`config.mk`:
```
export PLATFORM = sky130hd
export DESIGN_NAME = fetch_unit
export DESIGN_NICKNAME = d
export VERILOG_FILES = /design/src/rtl/fetch_unit.sv
export SDC_FILE = /design/constraint.sdc
export NUM_CORES = 1
export LEC_CHECK = 0
export CORE_MARGIN = 5
export CORE_UTILIZATION = 53
export DETAILED_ROUTE_END_ITERATION = 8
export HOLD_SLACK_MARGIN = 0.05
export PLACE_DENSITY_LB_ADDON = 0.12
export SYNTH_ARGS = -nofsm -noshare
export SYNTH_HDL_FRONTEND = slang
export SYNTH_SLANG_ARGS = --single-unit
```
`constraint.sdc`:
```
create_clock -name clk -period 2.7 [get_ports clk]
set_clock_uncertainty 0.05 [all_clocks]
set_input_delay 0.675 -clock clk [delete_from_list [all_inputs] [get_ports clk]]
set_output_delay 0.675 -clock clk [all_outputs]
set_load 0.02 [all_outputs]
```
`src/rtl/fetch_unit.sv`:
```
// fetch_unit: rv32i fetch stage, one outstanding imem read, skid buffer, redirect discard.
// Define FETCH_ALIGN_CHK_EN to trap misaligned redirect targets via exc_misaligned.
module fetch_unit #(
   parameter logic [31:0] PC_RESET = 32'h0000_0000
) (
   input  logic        clk,
   input  logic        rst,
   input  logic        change_pc,
   input  logic [31:0] next_pc,
   input  logic        stall,
   output logic        imem_req,
   output logic [31:0] imem_addr,
   input  logic        imem_ack,
   input  logic [31:0] imem_rdata,
   output logic [31:0] inst,
   output logic [31:0] inst_pc,
`ifdef FETCH_ALIGN_CHK_EN
   output logic        exc_misaligned,
`endif
   output logic        inst_valid
);
   typedef enum logic [1:0] {IDLE, FETCH, HOLD, DISCARD} state_t;
   localparam logic [31:0] NOP = 32'h0000_0013;

   state_t      state, state_n;
   logic [31:0] pc, pc_n, req_addr, req_addr_n, buf_inst, buf_inst_n, buf_pc, buf_pc_n;
   logic [31:0] inst_n, inst_pc_n, tgt;
   logic        inst_valid_n, exc_q, exc_n, mis;

`ifdef FETCH_ALIGN_CHK_EN
   assign mis = change_pc && (next_pc[1:0] != 2'b00);
   assign tgt = next_pc;
   assign exc_misaligned = exc_q;
`else
   assign mis = 1'b0;
   assign tgt = next_pc & ~32'h3;
`endif

   assign imem_req  = (state == FETCH) || (state == DISCARD);
   assign imem_addr = req_addr;

   always_comb begin
      state_n      = state;
      pc_n         = pc;
      req_addr_n   = req_addr;
      buf_inst_n   = buf_inst;
      buf_pc_n     = buf_pc;
      inst_n       = inst;
      inst_pc_n    = inst_pc;
      inst_valid_n = stall & inst_valid;
      exc_n        = exc_q;
      if (change_pc) begin
         // an unacked request cannot be withdrawn, so its ack is swallowed in DISCARD
         pc_n         = tgt;
         inst_valid_n = 1'b0;
         exc_n        = mis;
         if (imem_req && !imem_ack) state_n = DISCARD;
         else if (mis) state_n = HOLD;
         else begin
            state_n    = FETCH;
            req_addr_n = tgt;
         end
         if (mis) begin
            inst_n       = NOP;
            inst_pc_n    = next_pc;
            inst_valid_n = 1'b1;
         end
      end else begin
         case (state)
            IDLE: begin
               req_addr_n = pc;
               state_n    = FETCH;
            end
            FETCH: if (imem_ack) begin
               pc_n = req_addr + 32'd4;
               if (stall) begin
                  buf_inst_n = imem_rdata;
                  buf_pc_n   = req_addr;
                  state_n    = HOLD;
               end else begin
                  inst_n       = imem_rdata;
                  inst_pc_n    = req_addr;
                  inst_valid_n = 1'b1;
                  req_addr_n   = req_addr + 32'd4;
               end
            end
            HOLD: if (!stall && !exc_q) begin
               inst_n       = buf_inst;
               inst_pc_n    = buf_pc;
               inst_valid_n = 1'b1;
               req_addr_n   = pc;
               state_n      = FETCH;
            end
            DISCARD: if (imem_ack) begin
               req_addr_n = pc;
               state_n    = exc_q ? HOLD : FETCH;
            end
            default: state_n = IDLE;
         endcase
      end
   end

   always_ff @(posedge clk) begin
      if (rst) begin
         state      <= IDLE;
         pc         <= PC_RESET;
         req_addr   <= PC_RESET;
         buf_inst   <= NOP;
         buf_pc     <= 32'h0;
         inst       <= NOP;
         inst_pc    <= 32'h0;
         inst_valid <= 1'b0;
         exc_q      <= 1'b0;
      end else begin
         state      <= state_n;
         pc         <= pc_n;
         req_addr   <= req_addr_n;
         buf_inst   <= buf_inst_n;
         buf_pc     <= buf_pc_n;
         inst       <= inst_n;
         inst_pc    <= inst_pc_n;
         inst_valid <= inst_valid_n;
         exc_q      <= exc_n;
      end
   end
endmodule

```
==> reports/results.ini <==
[floorplan]
fp.dieW_um=141
die_y_um=141
core_area_um2=16700
row_count=47
dieArea_um2=19900
start_util=0.544
pin_count=167

[sta]
slew_viol_final=0
grt_setup_unrepaired=false
hold_viol=0
post-route-period-util=0.952
finalSetupTns_ns=0
setup_viol=0
setup_ws_ns=0.129
worst_slew_pin_slew_ns=0.603
min_period_ns=2.57
hold_ws_ns=0.405
relSlewSlack=0.597
max_freq_ghz=0.389

[synthesis]
synth_area_leaders=dfxtp_1 43%, mux2i_1 7.8%, nand2_1 7.0%
postSynthCellCount=1088
yosysTopAreaCellShare=0.429
synth_edf_count=0
synth_seq_area_share=0.429
synth_cell_type_count=62
syn_nets=1161
synth_top_area_cell=dfxtp_1
yosysWarnings=0
synthFlopType=dfxtp_1
syn_area_per_cell_um2=8.36
yosys-top-cells-count=195 x dfxtp_1, 170 x nand2_1, 112 x nor2_1
synth.most_common_cell=dfxtp_1
synth_seq_cells=195
async_reset_ff_frac=0
netlist_area_um2=9090

[clocking]
htreeDepth=4
clk_pin_slew_ns=0.07
cts_tree=done
cts_sinks=195
clockBufferDepth=2
root_buffer=clkbuf_16
cts_hold_buf=0
cts_buffers=17
clock_latency_ns=0.43
cts.repair.resized=0
post_cts_buffers=0

[grt]
first_global_vias=8211
grt_pass1_wl_um=41300
overflow=0
antenna_found_initial=0
grt_max_degree=93
grtUsageTotal=0.252

[routing]
vias=8587
via_per_inst=5.88
wl_per_cell_um=17.5
wl_um=25500
firstDrtPassIters=6
drc=0
drt_iter0_drc=801
ant_nets=0

[placed_design]
dpl.hpwl_um=17300
placed_cell_area_um2=11100
dp_cells=1428
preCtsSetupSlack_ns=0.0714
io_buffers=164
gp_congestion=0.923

[outcome]
status=finished, final reports clean

[worst_setup_path]
worstSetupPathType=flop to output port
path_max_fanout=3
crit_path_end_kind=output port
worstPathRequired_ns=1.98
worstSetupStartpointType=flop
arrival_ns=1.85

[cells_and_area]
diodes=0
fillers=1431
stdcell_area_um2=11700
layout-drive-gt1-share=0.0911
nNetsFinal=1300
stdcell_count=1460
area_growth_pct=28.4

[power]
ir_worst_vdd_mv=0.447
p_per_area_nw_per_um2=592
leakagePower_nw=3.95

[min_path]
hold_path.class=flop to flop

[run]
maxCapViolations=0

[worst max-delay path, cell delays in order (launching register included)]
cell	delay (ns)
dfxtp_1	0.39
inv_1	0.09
ha_1	0.20
nor2_1	0.14
inv_1	0.05
clkdlybuf4s50_1	0.56
[state kept, by name, summed over array words and instances (netlist names)]
signal / flops
state: 2
inst_pc: 32
inst_valid: 1
buf_pc: 32
buf_inst: 32
pc: 32
imem_addr: 32
inst: 32
[path summary, 6_finish.rpt]
path                                                 from                        end  slack [ns]  cells past startpoint
worst max-delay path                state[1]$_SDFFE_PP0P_                   imem_req        0.13                      5
worst min-delay path            buf_inst[17]$_SDFFE_PP0P_  buf_inst[17]$_SDFFE_PP0P_        0.40                      2
worst min register to register  buf_inst[17]$_SDFFE_PP0P_  buf_inst[17]$_SDFFE_PP0P_        0.40                      2
worst max register to register      state[1]$_SDFFE_PP0P_  imem_addr[9]$_SDFFE_PP0P_        0.27                      9
[through the flow]
stage	util	total power, mW
2_1_floorplan	-	3.88
3_3_place_gp	0.663	4.39
3_5_place_dp	0.663	4.41
4_1_cts	0.699	6.94
5_1_grt	0.699	7.19
6_report	0.699	6.90
[report_power, final]
| part | leakage [nW] | internal (mW) | switching (mW) | total [mW] |
|---|---|---|---|---|
| registers | 1.59 | 3.01 | 0.0973 | 3.10 |
| clock network | 0.289 | 1.41 | 1.14 | 2.55 |
| logic | 2.08 | 0.566 | 0.689 | 1.25 |
[cells in the final DEF, fill, tap and decap left out, types with 17 or more instances in the layout]
cell	instances
nand2_1	169
clkbuf_16	17
mux2i_1	71
dfxtp_1	195
nand3_1	18
clkdlybuf4s50_1	162
a222oi_1	17
buf_4	57
a22oi_1	23
a211oi_1	66
o21ai_0	32
a21oi_1	92
nor2_1	112
[per-layer routing]
layer / part of all wire / vias to the layer above / wire (µm) / global-route usage
li1: - / 4205 / - / -
met1: 0.44 / 4040 / 11300 / 0.341
met2: 0.47 / 302 / 12000 / 0.413
met3: 0.068 / 40 / 1730 / 0.0461
met4: 0.020 / 0 / 499 / 0.0760
met5: 0 / - / 0 / 0
[area by class of cell]
cell class	instances	area, µm²	share of cell area
multi-input cells	774	4670	0.400
clock buffers	19	443	0.0379
clock inverters	13	153	0.0131
well taps	220	275	0.0236
flip-flops and latches	195	3900	0.334
repair buffers	227	2190	0.187
inverters	12	45.0	0.00386
[cell families (layout without fill, tap and decap cells)]
group / Yosys count / after routing / synth area share
and+or+nand+nor: 382 / 382 / 0.187
AOI/OAI and AO/OA: 297 / 297 / 0.220
DFF: 195 / 195 / 0.429
buffers and inverters: 119 / 271 / 0.0608
muxes: 72 / 72 / 0.0794
xor gates and xnor gates: 19 / 19 / 0.0183
adders and majority gates: 4 / 4 / 0.00551
No activity file was read; power rests on OpenSTA's default activity.
